===== src/rtl/alu_sequencer.sv =====
// Sequences LOAD/EXEC/READ instructions onto a register-file/ALU datapath and returns one response per instruction.
// Optional performance counters are enabled by defining ALU_SEQ_PERF_EN.
module alu_sequencer #(
   parameter int unsigned WIDTH = 8
) (
   input  logic               clk,
   input  logic               rst_n,
   input  logic               instr_valid,
   output logic               instr_ready,
   input  logic [WIDTH+7:0]   instr,
   output logic [WIDTH-1:0]   dp_data_in,
   output logic [1:0]         dp_reg_sel,
   output logic [2:0]         dp_alu_op,
   output logic               dp_write_en,
   output logic               dp_alu_en,
   output logic               dp_cin,
   input  logic [WIDTH-1:0]   dp_data_out,
   input  logic               dp_zero,
   input  logic               dp_neg,
   input  logic               dp_ovf,
   output logic               rsp_valid,
   input  logic               rsp_ready,
   output logic [WIDTH-1:0]   rsp_data,
   output logic [2:0]         rsp_flags,
   output logic               rsp_err,
   output logic [15:0]        op_count,
   output logic [15:0]        err_count
);

   localparam int unsigned IW = WIDTH + 8;
   localparam logic [1:0] KIND_LOAD = 2'b00;
   localparam logic [1:0] KIND_EXEC = 2'b01;
   localparam logic [1:0] KIND_BAD  = 2'b11;

   typedef enum logic [1:0] {IDLE, ISSUE, CAPTURE, RESP} state_t;

   state_t            state, state_d;
   logic [IW-1:0]     instr_q, instr_q_d, cur;
   logic [2:0]        flags_q, flags_d;

   logic [1:0]        kind, rd;
   logic [2:0]        op;
   logic              cin;
   logic [WIDTH-1:0]  imm;
   logic              illegal, is_write, is_exec, accept, hs;

   logic              instr_ready_d, dp_write_en_d, dp_alu_en_d, dp_cin_d;
   logic [WIDTH-1:0]  dp_data_in_d, rsp_data_d;
   logic [1:0]        dp_reg_sel_d;
   logic [2:0]        dp_alu_op_d, rsp_flags_d;
   logic              rsp_valid_d, rsp_err_d;

   // Decode the incoming word while idle, the held word otherwise
   always_comb begin
      cur      = (state == IDLE) ? instr : instr_q;
      kind     = cur[WIDTH+7:WIDTH+6];
      rd       = cur[WIDTH+5:WIDTH+4];
      op       = cur[WIDTH+3:WIDTH+1];
      cin      = cur[WIDTH];
      imm      = cur[WIDTH-1:0];
      illegal  = (kind == KIND_BAD) || (rd == 2'b11);
      is_exec  = !illegal && (kind == KIND_EXEC);
      is_write = !illegal && ((kind == KIND_LOAD) || (kind == KIND_EXEC));
      accept   = instr_valid && instr_ready;
      hs       = rsp_valid && rsp_ready;
   end

   // Next state plus next values of every registered output
   always_comb begin
      state_d       = state;
      instr_q_d     = instr_q;
      flags_d       = flags_q;
      rsp_data_d    = rsp_data;
      rsp_flags_d   = rsp_flags;
      rsp_err_d     = rsp_err;
      dp_data_in_d  = '0;
      dp_reg_sel_d  = '0;
      dp_alu_op_d   = '0;
      dp_write_en_d = 1'b0;
      dp_alu_en_d   = 1'b0;
      dp_cin_d      = 1'b0;

      case (state)
         IDLE: begin
            if (accept) begin
               state_d   = ISSUE;
               instr_q_d = instr;
            end
         end
         ISSUE: begin
            state_d = CAPTURE;
            flags_d = is_exec ? {dp_ovf, dp_neg, dp_zero} : 3'b000;
         end
         CAPTURE: begin
            state_d     = RESP;
            rsp_data_d  = illegal ? '0 : dp_data_out;
            rsp_flags_d = flags_q;
            rsp_err_d   = illegal;
         end
         RESP: begin
            if (hs) state_d = IDLE;
         end
         default: state_d = IDLE;
      endcase

      // Controls are registered, so they are derived from the state being entered
      case (state_d)
         ISSUE: begin
            dp_reg_sel_d = rd;
            if (is_write) begin
               dp_write_en_d = 1'b1;
               dp_data_in_d  = imm;
               if (is_exec) begin
                  dp_alu_en_d = 1'b1;
                  dp_alu_op_d = op;
                  dp_cin_d    = cin;
               end
            end
         end
         CAPTURE: dp_reg_sel_d = rd;
         default: ;
      endcase

      instr_ready_d = (state_d == IDLE);
      // One bubble cycle in RESP before the response is offered
      rsp_valid_d   = (state == RESP) && !hs;
   end

   always_ff @(posedge clk or negedge rst_n) begin
      if (!rst_n) begin
         state       <= IDLE;
         instr_q     <= '0;
         flags_q     <= '0;
         instr_ready <= 1'b0;
         dp_data_in  <= '0;
         dp_reg_sel  <= '0;
         dp_alu_op   <= '0;
         dp_write_en <= 1'b0;
         dp_alu_en   <= 1'b0;
         dp_cin      <= 1'b0;
         rsp_valid   <= 1'b0;
         rsp_data    <= '0;
         rsp_flags   <= '0;
         rsp_err     <= 1'b0;
      end else begin
         state       <= state_d;
         instr_q     <= instr_q_d;
         flags_q     <= flags_d;
         instr_ready <= instr_ready_d;
         dp_data_in  <= dp_data_in_d;
         dp_reg_sel  <= dp_reg_sel_d;
         dp_alu_op   <= dp_alu_op_d;
         dp_write_en <= dp_write_en_d;
         dp_alu_en   <= dp_alu_en_d;
         dp_cin      <= dp_cin_d;
         rsp_valid   <= rsp_valid_d;
         rsp_data    <= rsp_data_d;
         rsp_flags   <= rsp_flags_d;
         rsp_err     <= rsp_err_d;
      end
   end

`ifdef ALU_SEQ_PERF_EN
   logic [15:0] op_cnt_q, err_cnt_q;

   // Counters advance on response handshakes and wrap naturally
   always_ff @(posedge clk or negedge rst_n) begin
      if (!rst_n) begin
         op_cnt_q  <= '0;
         err_cnt_q <= '0;
      end else if (hs) begin
         op_cnt_q <= op_cnt_q + 16'd1;
         if (rsp_err) err_cnt_q <= err_cnt_q + 16'd1;
      end
   end

   assign op_count  = op_cnt_q;
   assign err_count = err_cnt_q;
`else
   assign op_count  = 16'd0;
   assign err_count = 16'd0;
`endif

endmodule


===== config.mk =====
export PLATFORM = sky130hd
export DESIGN_NAME = alu_sequencer
export DESIGN_NICKNAME = d
export VERILOG_FILES = /design/src/rtl/alu_sequencer.sv
export SDC_FILE = /design/constraint.sdc
export NUM_CORES = 1
export LEC_CHECK = 0
export CAP_MARGIN = 20
export CORE_ASPECT_RATIO = 1.25
export CORE_MARGIN = 2
export CORE_UTILIZATION = 47
export DETAILED_ROUTE_END_ITERATION = 16
export HOLD_SLACK_MARGIN = 0.05
export PLACE_DENSITY = 0.9
export SETUP_SLACK_MARGIN = 0.1
export SLEW_MARGIN = 40
export SYNTH_ARGS = -nofsm -noshare
export SYNTH_HDL_FRONTEND = slang
export SYNTH_SLANG_ARGS = --single-unit

===== constraint.sdc =====
create_clock -name clk -period 5.5 [get_ports clk]
set_input_delay 1.375 -clock clk [delete_from_list [all_inputs] [get_ports clk]]
set_output_delay 1.375 -clock clk [all_outputs]
set_load 0.05 [all_outputs]

==> impl_results.html, run 1 <==
<table>
<tr><th>Metric</th><th>Value</th></tr>
<tr><th colspan="2">STA</th></tr>
<tr><td>Max-slew violation count</td><td>0</td></tr>
<tr><td>Final worst setup slack</td><td>2.56 ns</td></tr>
<tr><td>RSZ-0062 raised after global routing</td><td>no</td></tr>
<tr><td>Min Clock Period, post-route</td><td>slightly below 3 ns</td></tr>
<tr><td>Highest clock rate</td><td>340 MHz</td></tr>
<tr><td>Final Hold Violating Endpoints</td><td>0</td></tr>
<tr><td>TNS Setup</td><td>0 ns</td></tr>
<tr><td>Relative slew margins</td><td>58.5%</td></tr>
<tr><td>Layout Skew</td><td>0.00239 ns</td></tr>
<tr><td>Post-route clock period utilization</td><td>between 50 and 60%</td></tr>
<tr><td>Total of endpoints with negative setup slack in the final report</td><td>0</td></tr>
<tr><td>Slew @ Worst Pin</td><td>0.620 ns</td></tr>
<tr><th colspan="2">Floorplanning</th></tr>
<tr><td>Effective utilization at floorplan</td><td>49.6%</td></tr>
<tr><td>Core Footprint</td><td>4800 um2</td></tr>
<tr><td>Die width</td><td>around 68 um</td></tr>
<tr><td>Placement row count</td><td>28</td></tr>
<tr><td>Top-level I/O count</td><td>93</td></tr>
<tr><td>Die area</td><td>5650 um2</td></tr>
<tr><td>DIE HEIGHT</td><td>between 80 and 90 um</td></tr>
<tr><th colspan="2">Job</th></tr>
<tr><td>Reported max-cap violation count</td><td>0</td></tr>
<tr><th colspan="2">Global routing</th></tr>
<tr><td>Global-route wire length before repair</td><td>6620 um</td></tr>
<tr><td>Number of antenna violations at the first check in global routing</td><td>0</td></tr>
<tr><td>Pin count of the biggest net entering global routing</td><td>52</td></tr>
<tr><td>Remaining global-route overflow</td><td>0</td></tr>
<tr><td>GRT Util Overall</td><td>15.7%</td></tr>
<tr><td>Number of global-route vias before repair</td><td>1474</td></tr>
<tr><th colspan="2">Routing</th></tr>
<tr><td>Number of optimization iterations in the first detailed-route pass</td><td>4</td></tr>
<tr><td>Via count</td><td>1576</td></tr>
<tr><td>Total wirelength of the detailed-routed design</td><td>about 4400 um</td></tr>
<tr><td>Detailed-route wire length per cell</td><td>13.4 um</td></tr>
<tr><td>DRC viols</td><td>0</td></tr>
<tr><td>Vias per Instance</td><td>4.79</td></tr>
<tr><td>Number of DRC markers after the initial detailed-route iteration</td><td>77</td></tr>
<tr><td>DRT antenna net count</td><td>0</td></tr>
<tr><th colspan="2">Setup path</th></tr>
<tr><td>Crit-path max FO</td><td>14</td></tr>
<tr><td>Cells along the critical path</td><td>clkdlybuf4s50_1 -&gt; nand2_1 -&gt; a22oi_1 -&gt; ha_1 -&gt; o211ai_2 -&gt; nor4_1</td></tr>
<tr><td>Worst Setup Start Kind</td><td>input port</td></tr>
<tr><td>Cell with the largest stage delay on the worst path</td><td>sky130_fd_sc_hd__clkdlybuf4s50_1</td></tr>
<tr><td>Critical Setup Path Class</td><td>input port to register</td></tr>
<tr><td>Critical path required time</td><td>5.69 ns</td></tr>
<tr><td>Largest incremental delay on the critical path</td><td>0.45 ns</td></tr>
<tr><td>CP arrival</td><td>3.12 ns</td></tr>
<tr><td>Critical path capture point type</td><td>register</td></tr>
<tr><th colspan="2">Clock network</th></tr>
<tr><td>Sink Count</td><td>51</td></tr>
<tr><td>Root cell of the clock tree</td><td>sky130_fd_sc_hd__clkbuf_8</td></tr>
<tr><td>TritonCTS buffer count</td><td>5</td></tr>
<tr><td>Post-CTS Repair Setup Buffers</td><td>0</td></tr>
<tr><td># hold bufs at CTS</td><td>0</td></tr>
<tr><td>H-tree Lvls</td><td>2</td></tr>
<tr><td>Maximum count of clock buffers along a single path</td><td>2</td></tr>
<tr><td>Clock slew seen by the registers of the worst setup and hold paths</td><td>0.08 ns</td></tr>
<tr><td>Number of instances resized during post-cts repair</td><td>0</td></tr>
<tr><td>Clock latency reported for the late side of the worst-skew pair</td><td>0.29 ns</td></tr>
<tr><td>CTS tree</td><td>done</td></tr>
<tr><th colspan="2">Synth</th></tr>
<tr><td>Post-synthesis instance total</td><td>roughly 210</td></tr>
<tr><td>Yosys synthesis warning count</td><td>0</td></tr>
<tr><td>Number of synthesized register bits</td><td>51</td></tr>
<tr><td>Cell area after synthesis</td><td>around 2400 um2</td></tr>
<tr><td>Synth area leader</td><td>sky130_fd_sc_hd__dfrtp_1</td></tr>
<tr><td>Count of cell types in the netlist</td><td>29</td></tr>
<tr><td>Register area share after synthesis</td><td>~54%</td></tr>
<tr><td>Area share of the leading cell type in the synthesized netlist</td><td>53.7%</td></tr>
<tr><td>Synthesized area per cell</td><td>11.2 um2</td></tr>
<tr><td>Top cells by area, synth</td><td>sky130_fd_sc_hd__dfrtp_1 (54%), sky130_fd_sc_hd__buf_4 (10%), sky130_fd_sc_hd__mux2_2 (8.0%)</td></tr>
<tr><th colspan="2">Layout</th></tr>
<tr><td>Antenna Cells</td><td>0</td></tr>
<tr><td>Total number of nets in the final design</td><td>303</td></tr>
<tr><td>Cell area after layout</td><td>2950 um2</td></tr>
<tr><td>Most common library cell in the layout ignoring fill and taps</td><td>sky130_fd_sc_hd__clkdlybuf4s50_1</td></tr>
<tr><td>Fraction of layout instances using a drive strength above 1</td><td>10.0%</td></tr>
<tr><td>Area delta synth-&gt;final</td><td>23.9%</td></tr>
<tr><td>Commonest cells after routing, fill and taps aside</td><td>sky130_fd_sc_hd__clkdlybuf4s50_1 (59), sky130_fd_sc_hd__dfrtp_1 (51), sky130_fd_sc_hd__nand2_1 (39)</td></tr>
<tr><th colspan="2">Placement</th></tr>
<tr><td>Worst setup timing slack at the placement stage</td><td>2.28 ns</td></tr>
<tr><td>IO Port Bufs</td><td>60</td></tr>
<tr><td>Final HPWL from detailed placement</td><td>3190 um</td></tr>
<tr><td>Total placed instance area</td><td>2870 um2</td></tr>
<tr><td>Final RePlAce weighted congestion</td><td>0.732</td></tr>
<tr><th colspan="2">Power and ir drop</th></tr>
<tr><td>P_leak</td><td>roughly 1.4 nW</td></tr>
<tr><td>Total Power</td><td>0.00149 W</td></tr>
<tr><td>Ratio of total power to cell area</td><td>505 nW/um2</td></tr>
<tr><td>Worst voltage drop across the vdd grid</td><td>257 uV</td></tr>
<tr><th colspan="2">Hold path</th></tr>
<tr><td>Hold Crit Class</td><td>register to register</td></tr>
<tr><th colspan="2">Outcome</th></tr>
<tr><td>Status</td><td>complete, no violations</td></tr>
</table>
-- synthesized netlist by cell type --
cell                        count
sky130_fd_sc_hd__a22oi_1        1
sky130_fd_sc_hd__o21ai_0       13
sky130_fd_sc_hd__a21oi_1        2
sky130_fd_sc_hd__conb_1         1
sky130_fd_sc_hd__nor2b_1        2
sky130_fd_sc_hd__or2_1          1
sky130_fd_sc_hd__mux2i_1       13
sky130_fd_sc_hd__inv_1          3
sky130_fd_sc_hd__nand2_1       39
sky130_fd_sc_hd__a22o_1         1
sky130_fd_sc_hd__nand4bb_1      2
sky130_fd_sc_hd__nor4_1         4
sky130_fd_sc_hd__mux2_2        17
sky130_fd_sc_hd__nor2_2         1
sky130_fd_sc_hd__nor3_1         9
sky130_fd_sc_hd__nand3_1        1
sky130_fd_sc_hd__nand2b_1       2
sky130_fd_sc_hd__nor2_1         1
sky130_fd_sc_hd__nand4b_1       1
sky130_fd_sc_hd__nand4_1        1
sky130_fd_sc_hd__ha_1           2
sky130_fd_sc_hd__o211ai_1       2
sky130_fd_sc_hd__buf_4         32
sky130_fd_sc_hd__dfrtp_1       51
sky130_fd_sc_hd__buf_6          3
sky130_fd_sc_hd__o211ai_2       1
sky130_fd_sc_hd__nor2_8         1
sky130_fd_sc_hd__clkbuf_1       2
sky130_fd_sc_hd__buf_2          4
-- layout make-up --
class                      count  area [um2]
inverter                       3        11.3
clock buffer                   6        72.6
fill                         409        1850
multi-input combinational    149         913
timing repair buffer          60         598
tap                           60        75.1
sequential                    51        1280
-- power breakdown --
part	switching, W	internal (W)
registers	0.0000869	0.000495
logic	0.000464	0.000247
clock network	0.000109	0.0000850
-- stage by stage --
stage | utilization [%] | cells | hold slack (ns)
after floorplan | - | 244 | 0.439
after global placement | 59.7 | 323 | 0.446
after detailed placement | 59.8 | 323 | 0.467
after CTS | 61.3 | 329 | 0.488
after global routing | 61.4 | 329 | 0.516
final | 61.4 | 329 | 0.480
-- path summary, 6_finish.rpt --
check	slack, ns	from	cells past startpoint	end
worst min-delay path	0.48	flags_q[2]$_DFFE_PN0N_	2	rsp_flags[2]$_DFFE_PN0P_
worst max register to register	3.30	state[0]$_DFF_PN0_	5	dp_alu_op[0]$_DFF_PN0_
worst max-delay path	2.56	instr_valid	6	dp_alu_op[0]$_DFF_PN0_
min in group asynchronous	1.10	rst_n	1	rsp_data[6]$_DFFE_PN0P_
worst min register to register	0.48	flags_q[2]$_DFFE_PN0N_	2	rsp_flags[2]$_DFFE_PN0P_
max in group asynchronous	3.99	rst_n	1	instr_q[15]$_DFFE_PN0P_
-- routing by layer --
metal / vias to the layer above / share of wire [%] / global-route usage, %
li1: 759 / - / -
met1: 752 / 40 / 17.9
met2: 59 / 52 / 27.7
met3: 6 / 6.5 / 4.32
met4: 0 / 1.1 / 4.45
met5: - / 0 / 0
-- critical path: cells and delay by family --
family	cells	cell delay [ns]
buf+inv	1	0.45
compound gates	2	0.55
fa+ha+maj	1	0.21
simple gates	2	0.53
-- sequential cells by signal, indices dropped and copies added (netlist names), 2 cells and up --
name and flops:
instr_q 16, dp_data_in 8, rsp_data 8, dp_alu_op 3, flags_q 3, rsp_flags 3, dp_reg_sel 2, state 2
-- kinds of logic (layout without fill, tap and decap cells) --
| kind of cell | count (synthesis) | after routing | share of synthesized area (%) |
|---|---|---|---|
| buf+inv | 44 | 69 | 13.2 |
| simple gates | 65 | 65 | 13.5 |
| fa+ha+maj | 2 | 2 | 1.05 |
| mux | 30 | 30 | 13.5 |
| other cells | 1 | 32 | 0.158 |
| compound gates | 20 | 20 | 5.00 |
| flops | 51 | 51 | 53.7 |
Note: power is estimated with default switching activity, not from simulation.
==> run 2: changes to the inputs <==
Settings changed: CORE_UTILIZATION 47 to 43, PLACE_DENSITY 0.9 to 0.84.
Clock period 5.5 ns to 2.8 ns, I/O delays scaled along.
==> impl_results.html, run 2 (same netlist as run 1, synthesis figures left out) <==
<table>
<tr><th>Metric</th><th>Value</th></tr>
<tr><th colspan="2">Outcome</th></tr>
<tr><td>Status</td><td>complete, no violations</td></tr>
<tr><th colspan="2">Floorplanning</th></tr>
<tr><td>Core Footprint</td><td>5370 um2</td></tr>
<tr><td>Top-level I/O count</td><td>93</td></tr>
<tr><td>Effective utilization at floorplan</td><td>44.3%</td></tr>
<tr><td>Die area</td><td>around 6100 um2</td></tr>
<tr><td>DIE HEIGHT</td><td>87.2 um</td></tr>
<tr><td>Die width</td><td>~71 um</td></tr>
<tr><td>Placement row count</td><td>30</td></tr>
<tr><th colspan="2">STA</th></tr>
<tr><td>TNS Setup</td><td>0 ns</td></tr>
<tr><td>Slew @ Worst Pin</td><td>between 0.6 and 0.7 ns</td></tr>
<tr><td>Hold WS</td><td>0.335 ns</td></tr>
<tr><td>Relative slew margins</td><td>between 50% and 60%</td></tr>
<tr><td>Layout Skew</td><td>0.00391 ns</td></tr>
<tr><td>RSZ-0062 raised after global routing</td><td>no</td></tr>
<tr><td>Max-slew violation count</td><td>0</td></tr>
<tr><td>Post-route clock period utilization</td><td>81.1%</td></tr>
<tr><td>Highest clock rate</td><td>440 MHz</td></tr>
<tr><td>Total of endpoints with negative setup slack in the final report</td><td>0</td></tr>
<tr><td>Final Hold Violating Endpoints</td><td>0</td></tr>
<tr><td>Min Clock Period, post-route</td><td>between 2 and 2.5 ns</td></tr>
<tr><th colspan="2">Setup path</th></tr>
<tr><td>Slack of the worst reg-to-reg path</td><td>~0.60 ns</td></tr>
<tr><td>Critical path required time</td><td>2.99 ns</td></tr>
<tr><td>Capturing point of the worst reg2reg path</td><td>dp_alu_op[2]$_DFF_PN0_</td></tr>
<tr><td>Crit-path max FO</td><td>14</td></tr>
<tr><td>Critical Setup Path Class</td><td>input port to register</td></tr>
<tr><td>Critical path capture point type</td><td>register</td></tr>
<tr><td>Depth of the worst register-to-register path</td><td>5</td></tr>
<tr><td>Setup crit start</td><td>instr_valid</td></tr>
<tr><td>Launch point of the worst reg-to-reg path</td><td>state[0]$_DFF_PN0_</td></tr>
<tr><td>CP arrival</td><td>roughly 2.5 ns</td></tr>
<tr><td>Worst Setup Start Kind</td><td>input port</td></tr>
<tr><td>Critical path capture point</td><td>dp_alu_op[2]$_DFF_PN0_</td></tr>
<tr><th colspan="2">Clock network</th></tr>
<tr><td>Clock slew seen by the registers of the worst setup and hold paths</td><td>0.09 ns</td></tr>
<tr><td># hold bufs at CTS</td><td>0</td></tr>
<tr><td>Sink Count</td><td>51</td></tr>
<tr><td>H-tree Lvls</td><td>2</td></tr>
<tr><td>Maximum count of clock buffers along a single path</td><td>2</td></tr>
<tr><td>Post-CTS Repair Setup Buffers</td><td>0</td></tr>
<tr><td>Clock latency reported for the late side of the worst-skew pair</td><td>0.30 ns</td></tr>
<tr><td>CTS tree</td><td>done</td></tr>
<tr><td>TritonCTS buffer count</td><td>5</td></tr>
<tr><td>Root cell of the clock tree</td><td>sky130_fd_sc_hd__clkbuf_8</td></tr>
<tr><td>Number of instances resized during post-cts repair</td><td>0</td></tr>
<tr><th colspan="2">Layout</th></tr>
<tr><td>Reg with most FFs</td><td>instr_q</td></tr>
<tr><td>Utilization after layout</td><td>56.2%</td></tr>
<tr><td>Layout fillers</td><td>461</td></tr>
<tr><td>Final standard cell count with taps included and fillers excluded</td><td>~340</td></tr>
<tr><td>Commonest cells after routing, fill and taps aside</td><td>sky130_fd_sc_hd__clkdlybuf4s50_1 (59), sky130_fd_sc_hd__dfrtp_1 (51), sky130_fd_sc_hd__nand2_1 (39)</td></tr>
<tr><td>Largest regs</td><td>instr_q: 16 flops, dp_data_in: 8 flops, rsp_data: 8 flops</td></tr>
<tr><td>Footprint of the flip-flops and latches</td><td>1280 um2</td></tr>
<tr><td>Number of flip-flops in the largest register</td><td>16</td></tr>
<tr><td>Antenna Cells</td><td>0</td></tr>
<tr><td>Area delta synth-&gt;final</td><td>26.9%</td></tr>
<tr><td>Total number of nets in the final design</td><td>307</td></tr>
<tr><td>Fraction of layout instances using a drive strength above 1</td><td>12.0%</td></tr>
<tr><td>Most common library cell in the layout ignoring fill and taps</td><td>sky130_fd_sc_hd__clkdlybuf4s50_1</td></tr>
<tr><td>Combined area of the multi-input logic cells</td><td>906 um2</td></tr>
<tr><th colspan="2">Routing</th></tr>
<tr><td>Total wirelength of the detailed-routed design</td><td>~4600 um</td></tr>
<tr><td>Detailed-route wire length per cell</td><td>13.7 um</td></tr>
<tr><td>Via count</td><td>approximately 1600</td></tr>
<tr><td>Vias per Instance</td><td>4.73</td></tr>
<tr><td>DRC viols</td><td>0</td></tr>
<tr><td>Number of optimization iterations in the first detailed-route pass</td><td>4</td></tr>
<tr><td>DRT antenna net count</td><td>0</td></tr>
<tr><td>Number of DRC markers after the initial detailed-route iteration</td><td>about 110</td></tr>
<tr><th colspan="2">Placement</th></tr>
<tr><td>Cell count after placement</td><td>331</td></tr>
<tr><td>Final HPWL from detailed placement</td><td>3470 um</td></tr>
<tr><td>Final RePlAce weighted congestion</td><td>0.781</td></tr>
<tr><td>IO Port Bufs</td><td>60</td></tr>
<tr><th colspan="2">Power and ir drop</th></tr>
<tr><td>Reg power frac</td><td>37.0%</td></tr>
<tr><td>Worst voltage drop across the vdd grid</td><td>480 uV</td></tr>
<tr><td>Clock power frac</td><td>16.8%</td></tr>
<tr><td>Switching Share</td><td>a little over two fifths</td></tr>
<tr><td>Net Switching</td><td>between 0.001 and 0.0015 W</td></tr>
<tr><td>Proportion of power drawn by combinational gates</td><td>46.2%</td></tr>
<tr><td>Ratio of total power to cell area</td><td>1020 nW/um2</td></tr>
<tr><td>P_leak</td><td>1.40 nW</td></tr>
<tr><td>Internal portion of total power</td><td>0.00176 W</td></tr>
<tr><th colspan="2">Global routing</th></tr>
<tr><td>Global-route wire length before repair</td><td>7420 um</td></tr>
<tr><td>Remaining global-route overflow</td><td>0</td></tr>
<tr><td>Number of global-route vias before repair</td><td>1569</td></tr>
<tr><td>Pin count of the biggest net entering global routing</td><td>36</td></tr>
<tr><td>Number of antenna violations at the first check in global routing</td><td>0</td></tr>
<tr><td>GRT Util Overall</td><td>approximately 16%</td></tr>
<tr><th colspan="2">Hold path</th></tr>
<tr><td>Hold Crit Class</td><td>input port to asynchronous set/reset pin</td></tr>
<tr><th colspan="2">Job</th></tr>
<tr><td>Reported max-cap violation count</td><td>0</td></tr>
</table>
-- run 2: how the worst min path moves through the flow --
| stage | startpoint | to | slack (ns) | cells past startpoint |
|---|---|---|---|---|
| 4_1_cts | rst_n | dp_alu_op[0]$_DFF_PN0_ | 0.48 | 1 |
| 5_1_grt | rst_n | rsp_flags[0]$_DFFE_PN0P_ | 0.36 | 1 |
| 3_5_place_dp | flags_q[1]$_DFFE_PN0N_ | rsp_flags[1]$_DFFE_PN0P_ | 0.45 | 2 |
| 6_report | rst_n | rsp_flags[0]$_DFFE_PN0P_ | 0.33 | 1 |
| 2_1_floorplan | rst_n | dp_alu_en$_DFF_PN0_ | 0.40 | 0 |
| 3_3_place_gp | flags_q[0]$_DFFE_PN0N_ | rsp_flags[0]$_DFFE_PN0P_ | 0.45 | 2 |
-- run 2: layer usage --
| layer | vias up | part of all wire, % | GRT usage (%) |
|---|---|---|---|
| met2 | 61 | 53 | 28.6 |
| li1 | 771 | - | - |
| met4 | 0 | 0.24 | 4.72 |
| met5 | - | 0 | 0 |
| met3 | 4 | 6.6 | 3.36 |
| met1 | 767 | 40 | 18.0 |
-- run 2: cell type report --
cell class / count / area share, %
Clock buffer: 6 / 2.74
Clock inverter: 2 / 1.16
Timing Repair Buffer: 64 / 20.8
Sequential cell: 51 / 42.3
Inverter: 3 / 0.373
Multi-Input combinational cell: 149 / 30.0
Tap cell: 64 / 2.65
-- run 2: power by group through the flow --
stage	clock network [W]	logic, W	registers [W]
floorplan	0	0.000691	0.00150
global placement	0	0.00139	0.00114
detailed placement	0	0.00143	0.00115
CTS	0.000532	0.00143	0.00114
global route	0.000556	0.00153	0.00118
finish	0.000517	0.00142	0.00114
-- run 2: critical path: stages --
cell,delay (ns)
sky130_fd_sc_hd__clkdlybuf4s50_1,0.45
sky130_fd_sc_hd__nand2_1,0.16
sky130_fd_sc_hd__a22oi_1,0.30
sky130_fd_sc_hd__ha_1,0.22
sky130_fd_sc_hd__o211ai_2,0.27
sky130_fd_sc_hd__nor4_1,0.37
-- run 2: metrics by stage --
step / power, W / worst slack [ns] / area, um2
finish: 0.00307 / 0.528 / 3020
global route: 0.00326 / 0.400 / 3020
CTS: 0.00310 / 0.550 / 3020
detailed placement: 0.00258 / 0.259 / 2900
global placement: 0.00253 / 0.371 / 2900
floorplan: 0.00219 / 0.970 / 2490
==> run 3: changes to the inputs <==
Clock period 2.8 ns to 2.12 ns, I/O delays scaled along.
==> impl_results.html, run 3 (same netlist as run 1, synthesis figures left out) <==
<table>
<tr><th>Metric</th><th>Value</th></tr>
<tr><th colspan="2">Placement</th></tr>
<tr><td>IO Port Bufs</td><td>60</td></tr>
<tr><td>Final HPWL from detailed placement</td><td>3460 um</td></tr>
<tr><td>Worst setup timing slack at the placement stage</td><td>-0.0977 ns</td></tr>
<tr><td>Final RePlAce weighted congestion</td><td>approximately 0.75</td></tr>
<tr><td>Cell count after placement</td><td>336</td></tr>
<tr><th colspan="2">Routing</th></tr>
<tr><td>Number of optimization iterations in the first detailed-route pass</td><td>4</td></tr>
<tr><td>Total length of routed met2 wires</td><td>around 2400 um</td></tr>
<tr><td>Total wirelength of the detailed-routed design</td><td>between 4000 and 5000 um</td></tr>
<tr><td>Wl on met1</td><td>1730 um</td></tr>
<tr><td>Uppermost signal routing layer after detailed routing</td><td>met4</td></tr>
<tr><td>Met3 routed wirelength</td><td>289 um</td></tr>
<tr><td>DRT antenna net count</td><td>0</td></tr>
<tr><td>DRC viols</td><td>0</td></tr>
<tr><td>Detailed-route wire length per cell</td><td>between 10 and 15 um</td></tr>
<tr><td>Vias per Instance</td><td>about 4.8</td></tr>
<tr><td>Via count</td><td>1635</td></tr>
<tr><td>Number of DRC markers after the initial detailed-route iteration</td><td>57</td></tr>
<tr><th colspan="2">STA</th></tr>
<tr><td>Final Hold Violating Endpoints</td><td>0</td></tr>
<tr><td>Highest clock rate</td><td>around 510 MHz</td></tr>
<tr><td>Hold WS</td><td>between 0.2 and 0.25 ns</td></tr>
<tr><td>Layout Skew</td><td>0.00723 ns</td></tr>
<tr><td>Post-route clock period utilization</td><td>93.0%</td></tr>
<tr><td>Final worst setup slack</td><td>0.149 ns</td></tr>
<tr><td>Min Clock Period, post-route</td><td>1.97 ns</td></tr>
<tr><td>RSZ-0062 raised after global routing</td><td>no</td></tr>
<tr><td>Total of endpoints with negative setup slack in the final report</td><td>0</td></tr>
<tr><td>Max-slew violation count</td><td>0</td></tr>
<tr><td>Slew @ Worst Pin</td><td>0.600 ns</td></tr>
<tr><td>Relative slew margins</td><td>59.9%</td></tr>
<tr><th colspan="2">Clock network</th></tr>
<tr><td>Root cell of the clock tree</td><td>sky130_fd_sc_hd__clkbuf_8</td></tr>
<tr><td>Clock slew seen by the registers of the worst setup and hold paths</td><td>0.09 ns</td></tr>
<tr><td>Post-CTS Repair Setup Buffers</td><td>0</td></tr>
<tr><td>TritonCTS buffer count</td><td>5</td></tr>
<tr><td>Maximum count of clock buffers along a single path</td><td>2</td></tr>
<tr><td>H-tree Lvls</td><td>2</td></tr>
<tr><td>CTS tree</td><td>done</td></tr>
<tr><td># hold bufs at CTS</td><td>0</td></tr>
<tr><td>Clock latency reported for the late side of the worst-skew pair</td><td>approximately 0.3 ns</td></tr>
<tr><td>Number of instances resized during post-cts repair</td><td>0</td></tr>
<tr><td>Sink Count</td><td>51</td></tr>
<tr><th colspan="2">Layout</th></tr>
<tr><td>Antenna Cells</td><td>0</td></tr>
<tr><td>Fraction of layout instances using a drive strength above 1</td><td>between 10% and 20%</td></tr>
<tr><td>Commonest cells after routing, fill and taps aside</td><td>sky130_fd_sc_hd__dfrtp_1 (51), sky130_fd_sc_hd__nand2_1 (39), sky130_fd_sc_hd__clkdlybuf4s50_1 (38)</td></tr>
<tr><td>Largest regs</td><td>instr_q: 16 flops, dp_data_in: 8 flops, rsp_data: 8 flops</td></tr>
<tr><td>Most common library cell in the layout ignoring fill and taps</td><td>sky130_fd_sc_hd__dfrtp_1</td></tr>
<tr><td>Area delta synth-&gt;final</td><td>29.0%</td></tr>
<tr><td>Number of flip-flops in the largest register</td><td>16</td></tr>
<tr><td>Total number of nets in the final design</td><td>~310</td></tr>
<tr><td>Reg with most FFs</td><td>instr_q</td></tr>
<tr><td>Final standard cell count with taps included and fillers excluded</td><td>344</td></tr>
<tr><th colspan="2">Floorplanning</th></tr>
<tr><td>Die area</td><td>6150 um2</td></tr>
<tr><td>Top-level I/O count</td><td>93</td></tr>
<tr><td>Core Footprint</td><td>5370 um2</td></tr>
<tr><td>DIE HEIGHT</td><td>about 87 um</td></tr>
<tr><td>Die width</td><td>70.5 um</td></tr>
<tr><td>Effective utilization at floorplan</td><td>between 40% and 50%</td></tr>
<tr><td>Placement row count</td><td>30</td></tr>
<tr><th colspan="2">Power and ir drop</th></tr>
<tr><td>Total Power</td><td>a little under 0.004 W</td></tr>
<tr><td>Ratio of total power to cell area</td><td>1280 nW/um2</td></tr>
<tr><td>P_leak</td><td>1.72 nW</td></tr>
<tr><td>Worst voltage drop across the vdd grid</td><td>524 uV</td></tr>
<tr><th colspan="2">Setup path</th></tr>
<tr><td>Cell with the largest stage delay on the worst path</td><td>sky130_fd_sc_hd__clkdlybuf4s50_1</td></tr>
<tr><td>Largest incremental delay on the critical path</td><td>about 0.80 ns</td></tr>
<tr><td>Critical path capture point type</td><td>output pin</td></tr>
<tr><td>CP arrival</td><td>between 1 and 1.5 ns</td></tr>
<tr><td>Depth of the worst register-to-register path</td><td>5</td></tr>
<tr><td>Launch point of the worst reg-to-reg path</td><td>state[0]$_DFF_PN0_</td></tr>
<tr><td>Cells along the critical path</td><td>clkdlybuf4s50_1</td></tr>
<tr><td>Crit. path cell count</td><td>1</td></tr>
<tr><td>Crit-path max FO</td><td>1</td></tr>
<tr><td>Cell class contributing the biggest share of worst-path delay</td><td>buffers and inverters</td></tr>
<tr><td>Critical path required time</td><td>1.59 ns</td></tr>
<tr><td>Setup crit start</td><td>dp_data_in[3]$_DFF_PN0_</td></tr>
<tr><td>Critical path buffers and inverters</td><td>1</td></tr>
<tr><td>Worst Setup Start Kind</td><td>register</td></tr>
<tr><td>Critical Setup Path Class</td><td>register to output pin</td></tr>
<tr><th colspan="2">Outcome</th></tr>
<tr><td>Status</td><td>complete, no violations</td></tr>
<tr><th colspan="2">Job</th></tr>
<tr><td>Reported max-cap violation count</td><td>0</td></tr>
<tr><th colspan="2">Global routing</th></tr>
<tr><td>Remaining global-route overflow</td><td>0</td></tr>
<tr><td>Number of antenna violations at the first check in global routing</td><td>0</td></tr>
<tr><td>Global-route wire length before repair</td><td>approximately 7000 um</td></tr>
<tr><td>Number of global-route vias before repair</td><td>1563</td></tr>
<tr><td>GRT Util Overall</td><td>approximately 15%</td></tr>
<tr><td>Pin count of the biggest net entering global routing</td><td>27</td></tr>
<tr><th colspan="2">Hold path</th></tr>
<tr><td>Hold Crit Class</td><td>input port to asynchronous set/reset pin</td></tr>
</table>
## run 3: changes by cell type in the layout (fill, tap and decap cells not counted), sizes merged
| cell | delta |
|---|---|
| buf | +7 |
| bufinv | -1 |
| clkinvlp | +2 |
| clkdlybuf4s50 | -21 |
| clkbuf | -1 |
| dlymetal6s2s | +19 |
## run 3: worst paths after layout
path,end,slack [ns]
min in group clk,rsp_flags[0]$_DFFE_PN0P_,0.48
max in group asynchronous,instr_q[15]$_DFFE_PN0P_,1.65
hold / removal,rsp_flags[0]$_DFFE_PN0P_,0.22
hold reg to reg,rsp_flags[0]$_DFFE_PN0P_,0.48
setup reg to reg,dp_alu_op[1]$_DFF_PN0_,0.19
setup / recovery,dp_data_in[3],0.15
## run 3: final cells by class
type	count	area, um2
clock buffer	5	68.8
clock inverter	3	20.0
multi-input combinational	149	906
sequential	51	1280
fill	482	2300
timing repair buffer	69	706
inverter	3	11.3
tap	64	80.1
## run 3: per-layer routing
metal	vias up	GRT usage, %
met5	-	0
met4	0	5.24
met3	5	4.05
met2	62	28.0
met1	784	16.8
li1	784	-
## run 3: through the flow
stage	setup TNS (ns)	util, %	cell area [um2]
floorplan	0	-	2490
global placement	-0.175	54.6	2930
detailed placement	-0.356	54.6	2930
CTS	0	56.3	3020
global route	0	57.2	3070
finish	0	57.2	3070
## run 3: where the power goes
| part | switching (W) | total [W] | internal (W) |
|---|---|---|---|
| registers | 0.000216 | 0.00150 | 0.00128 |
| clock network | 0.000301 | 0.000531 | 0.000230 |
| logic | 0.00122 | 0.00191 | 0.000687 |
